<file path="src/rtl/lpc_io_decoder.sv">
// LPC I/O slave front end.
// Follows host I/O read/write cycles on LFRAME#/LAD and claims the ones that
// land in a 2^WIN_BITS byte window at BASE_ADDR. Hits drive the register-file
// strobes Addr/Wr/DataWr, and read data comes back on LAD. Misses, other cycle
// types and aborted cycles are ignored, and LAD is never driven for them.
module lpc_io_decoder #(
    parameter logic [15:0] BASE_ADDR = 16'h0800,
    parameter int          WIN_BITS  = 5
) (
    input  logic       PciReset,
    input  logic       LpcClock,
    input  logic       LFrame_n,
    input  logic [3:0] LadIn,
    output logic [3:0] LadOut,
    output logic       LadOe,
    input  logic [7:0] RdData,
    output logic [7:0] Addr,
    output logic       Wr,
    output logic [7:0] DataWr
);

    // LAD codes used by the host during START and CYCTYPE
    localparam logic [3:0] LAD_START    = 4'h0;
    localparam logic [3:0] CYC_IO_READ  = 4'h0;
    localparam logic [3:0] CYC_IO_WRITE = 4'h2;
    localparam logic [3:0] LAD_SYNC_OK  = 4'h0;
    localparam logic [3:0] LAD_IDLE     = 4'hF;

    typedef enum logic [3:0] {
        IDLE,
        CYCTYPE,
        ADDR0,
        ADDR1,
        ADDR2,
        ADDR3,
        WDATA0,
        WDATA1,
        HTAR0,
        HTAR1,
        SYNC,
        RDATA0,
        RDATA1,
        PTAR0,
        PTAR1
    } state_t;

    state_t      state;
    state_t      next_state;

    // The top three address nibbles are collected here. The last nibble is
    // used straight from LAD so the window compare finishes at the end of ADDR3.
    logic [11:0] addr_shift;
    logic [15:0] addr_full;
    logic        addr_hit;

    logic        is_write;
    logic [3:0]  wdata_low;
    logic [7:0]  rd_shift;

    assign addr_full = {addr_shift, LadIn};
    assign addr_hit  = (addr_full[15:WIN_BITS] == BASE_ADDR[15:WIN_BITS]);

    // State register
    always_ff @(posedge LpcClock or negedge PciReset) begin
        if (!PciReset) begin
            state <= IDLE;
        end else begin
            state <= next_state;
        end
    end

    // Next-state logic. LFRAME# low always wins: a START nibble restarts
    // decoding, and any other nibble (abort included) returns to IDLE.
    always_comb begin
        next_state = state;
        if (!LFrame_n) begin
            next_state = (LadIn == LAD_START) ? CYCTYPE : IDLE;
        end else begin
            case (state)
                IDLE:    next_state = IDLE;
                CYCTYPE: begin
                    if (LadIn == CYC_IO_READ || LadIn == CYC_IO_WRITE) begin
                        next_state = ADDR0;
                    end else begin
                        next_state = IDLE;
                    end
                end
                ADDR0:   next_state = ADDR1;
                ADDR1:   next_state = ADDR2;
                ADDR2:   next_state = ADDR3;
                ADDR3: begin
                    if (!addr_hit) begin
                        next_state = IDLE;
                    end else if (is_write) begin
                        next_state = WDATA0;
                    end else begin
                        next_state = HTAR0;
                    end
                end
                WDATA0:  next_state = WDATA1;
                WDATA1:  next_state = HTAR0;
                HTAR0:   next_state = HTAR1;
                HTAR1:   next_state = SYNC;
                SYNC:    next_state = is_write ? PTAR0 : RDATA0;
                RDATA0:  next_state = RDATA1;
                RDATA1:  next_state = PTAR0;
                PTAR0:   next_state = PTAR1;
                PTAR1:   next_state = IDLE;
                default: next_state = IDLE;
            endcase
        end
    end

    // Cycle direction and address capture. Nothing is captured on a clock
    // where LFRAME# is low, because that clock belongs to the next cycle.
    always_ff @(posedge LpcClock or negedge PciReset) begin
        if (!PciReset) begin
            is_write   <= 1'b0;
            addr_shift <= '0;
            Addr       <= '0;
        end else if (LFrame_n) begin
            case (state)
                CYCTYPE: is_write <= (LadIn == CYC_IO_WRITE);
                ADDR0, ADDR1, ADDR2: addr_shift <= {addr_shift[7:0], LadIn};
                ADDR3: begin
                    if (addr_hit) begin
                        Addr <= 8'(addr_full[WIN_BITS-1:0]);
                    end
                end
                default: ;
            endcase
        end
    end

    // Write data assembly (low nibble first) and read data capture at SYNC.
    // The read capture relies on Addr having been stable since ADDR3.
    always_ff @(posedge LpcClock or negedge PciReset) begin
        if (!PciReset) begin
            wdata_low <= '0;
            DataWr    <= '0;
            rd_shift  <= '0;
        end else if (LFrame_n) begin
            case (state)
                WDATA0:  wdata_low <= LadIn;
                WDATA1:  DataWr    <= {LadIn, wdata_low};
                SYNC: begin
                    if (!is_write) begin
                        rd_shift <= RdData;
                    end
                end
                default: ;
            endcase
        end
    end

    // Moore output decode: LAD ownership, SYNC/read nibbles and the write strobe
    always_comb begin
        LadOe  = 1'b0;
        LadOut = LAD_IDLE;
        Wr     = 1'b0;
        case (state)
            SYNC: begin
                LadOe  = 1'b1;
                LadOut = LAD_SYNC_OK;
                Wr     = is_write;
            end
            RDATA0: begin
                LadOe  = 1'b1;
                LadOut = rd_shift[3:0];
            end
            RDATA1: begin
                LadOe  = 1'b1;
                LadOut = rd_shift[7:4];
            end
            PTAR0: begin
                LadOe  = 1'b1;
                LadOut = LAD_IDLE;
            end
            default: ;
        endcase
    end

endmodule

</file>
<file path="config.mk">
export PLATFORM = sky130hd
export DESIGN_NAME = lpc_io_decoder
export DESIGN_NICKNAME = d
export VERILOG_FILES = /design/src/rtl/lpc_io_decoder.sv
export SDC_FILE = /design/constraint.sdc
export NUM_CORES = 1
export LEC_CHECK = 0
export ABC_CLOCK_PERIOD_IN_PS = 2300
export CAP_MARGIN = 10
export CORE_AREA = 2 2 83 69
export CTS_CLUSTER_SIZE = 40
export DETAILED_ROUTE_END_ITERATION = 16
export DIE_AREA = 0 0 85 71
export SYNTH_ARGS = -nofsm -noshare
export SYNTH_HDL_FRONTEND = slang
export SYNTH_SLANG_ARGS = --single-unit
</file>
<file path="constraint.sdc">
create_clock -name LpcClock -period 2.3 [get_ports LpcClock]
set_input_delay 0.345 -clock LpcClock [delete_from_list [all_inputs] [get_ports LpcClock]]
set_output_delay 0.345 -clock LpcClock [all_outputs]
set_load 0.02 [all_outputs]
</file>
==> impl_metrics.toml <==
[status]
status = "finished, violations left"
violations = "hold timing"

[routing]
drt-total-wl_um = 4030
vias = 1339
wl_per_cell_um = 15.6
via_per_inst = 5.19
drt-pass1-iter-count = 4
drc_errors = 0
drt_iter0_markers = 116
postRouteAntennaNets = 0

[global_routing]
grt_usage_pct = 14.3
antenna_found_initial = 0
grt_pass1_wl_um = 6730
grt_max_degree = 22
grt_pass1_vias = 1345
overflow = 0

[clocking]
cts.sinks = 42
clkTransAtPathRegs_ns = 0.08
cts_buffer_depth = 2
postCtsSetupBuffers = 0
cts_tree = "done"
clock_latency_ns = 0.29
cts_made_buffers = 5
root_buffer = "clkbuf_8"
h-tree-depth = 2

[yosys]
synthCells = 153
ys_async_sr_fraction_pct = 100
yosysWarnings = 0
synth_edf_count = 0
synth.distinct_cells = 33
avgSynthCellArea_um2 = 12.8
yosys_most_used_dff = "dfrtp_1"
synth_top_cell_area_share_pct = 53.7
syn_area_mm2 = 0.00196
synthTopCellsByArea = "dfrtp_1 (54%), mux2_2 (17%), mux2_4 (6.1%)"
synth_seq_area_share_pct = 53.7
synth_area_leader_cell = "dfrtp_1"
synth_seq_cells = 42

[pwr]
finalPower_mw = 1.44
ir_drop_mv = 0.328
powerDensity_mw_per_mm2 = 582
p_leak_nw = 1.15

[floorplan]
initial_core_util_pct = 37.2
io_pins = 37
fp.dieArea_mm2 = 0.00604
coreArea_mm2 = 0.00526
num_rows = 24
fp.dieH_um = 71
die_w_um = 85

[setup_path]
critical_path_arrival_ns = 1.84
endpoint_kind = "primary output"
crit_fanout = 6
r2r.worst_path.cells = 4
crit_end = "LadOut[2]"
r2r-end = "Addr[0]"
rrSetupSlack_ns = 0.39
required_ns = 1.96
crit_path_start_kind = "register"
crit_path_start = "state[1]"
crit-reg2reg-launch = "state[2]"
path_class = "reg -> out"

[sta]
finalCriticalPeriod_ns = 2.18
fin_skew_ns = 0.00724
rsz0062_at_grt = "no"
hold_ws_ns = -0.0000467
finalMaxSlewViolations = 0
hold_viol_final = 1
max_freq_mhz = 459
setup-violations-final = 0
fin_setup_tns_ns = 0
finalCritPeriodShare_pct = 94.8

[worst_hold_path]
hold_class = "in -> async"

[placement]
dpl-instance-area_mm2 = 0.00237
dp.cells = 250
portBuffers = 33
gp_congestion = 0.829
dp_hpwl_um = 2860

[final_layout]
syn2layout_area_growth_pct = 26.7
nNetsFinal = 207
utilization_pct = 47.2
drive_gt1_share_pct = 31.1
diodes = 0
layout.cells.non_filler = 258
fin_area_mm2 = 0.00248

[flow_run]
cap_violations = 0
-- synthesized netlist by cell type (all sizes together) (2+ instances only) --
cell type and number:
buf 6, nand4 3, inv 3, o21ai 4
nor3 4, nor4 2, nand2b 5, nand3 3
mux2 38, dfrtp 42, nor4b 4, nor2 7
clkbuf 4, or3b 5, a21oi 8, or4 2
nand2 2
-- cells by family after synthesis --
logic type      count (synthesis)  share of synthesized area, %
mux                            39                          23.9
simple gates                   40                          13.3
other cells                     1                         0.192
compound gates                 17                          5.05
flops                          42                          53.7
xor+xnor                        1                         0.448
buf+inv                        13                          3.39
-- through the flow --
step	setup WS [ns]	hold WS [ns]
after floorplan	0.475	0.0494
after global placement	0.226	0.325
after detailed placement	0.210	0.344
after CTS	0.00532	0.0160
after global routing	0.0291	0.0195
final	0.120	-0.0000467
-- worst min-delay path by stage --
stage | from | end | slack (ns) | depth (start not counted)
after floorplan | PciReset | Addr[0] | 0.05 | 0
after global placement | PciReset | addr_shift[10] | 0.32 | 1
after detailed placement | PciReset | rd_shift[4] | 0.34 | 1
after CTS | PciReset | rd_shift[4] | 0.02 | 1
after global routing | PciReset | addr_shift[9] | 0.02 | 1
final | PciReset | addr_shift[10] | -0.00005 | 1
-- registers in the layout (all words and copies together) (netlist names) --
| register | cells |
|---|---|
| Addr | 5 |
| DataWr | 8 |
| addr_shift | 12 |
| is_write | 1 |
| rd_shift | 8 |
| state | 4 |
| wdata_low | 4 |
-- metal layers --
layer	GRT usage [%]	up-vias	wire length [um]
met5	0	-	0
met1	19.3	664	1890
met3	5.72	4	308
met4	3.70	0	21
li1	-	624	-
met2	21.7	47	1810
-- cell usage in the layout, fill, tap and decap left out, types with 5 or more instances in the layout --
cell type and count:
mux2_4 8, a21oi_1 8, clkbuf_8 5, mux2_2 30, clkdlybuf4s50_1 26, buf_4 7
dfrtp_1 42, nor2_1 7
-- what timing repair did --
item / CTS / global route
setup endpoints to repair: 4 / 2
hold buffers: 0 / 0
cloned: 0 / 0
resized for setup: 4 / 2
-- layout make-up --
cell class,count,area (um2)
clock buffers,6,72.6
clock inverters,2,37.5
fillers,477,2780
inverters,3,11.3
multi-input cells,100,847
flip-flops and latches,42,1050
well taps,65,81.3
repair buffers,40,378
-- power by group --
| group | internal [mW] | total, mW | switching [mW] |
|---|---|---|---|
| Sequential | 0.757 | 0.771 | 0.0145 |
| Clock | 0.324 | 0.577 | 0.253 |
| Combinational | 0.0504 | 0.0944 | 0.0440 |
| Total | 1.13 | 1.44 | 0.311 |
-- worst max-delay path: stages (launching register included) --
cell           delay [ns]
dfrtp_1              0.45
or3b_2               0.49
a21oi_1              0.15
o21ai_0              0.11
dlygate4sd2_1        0.36
No activity file was read; power rests on OpenSTA's default activity.
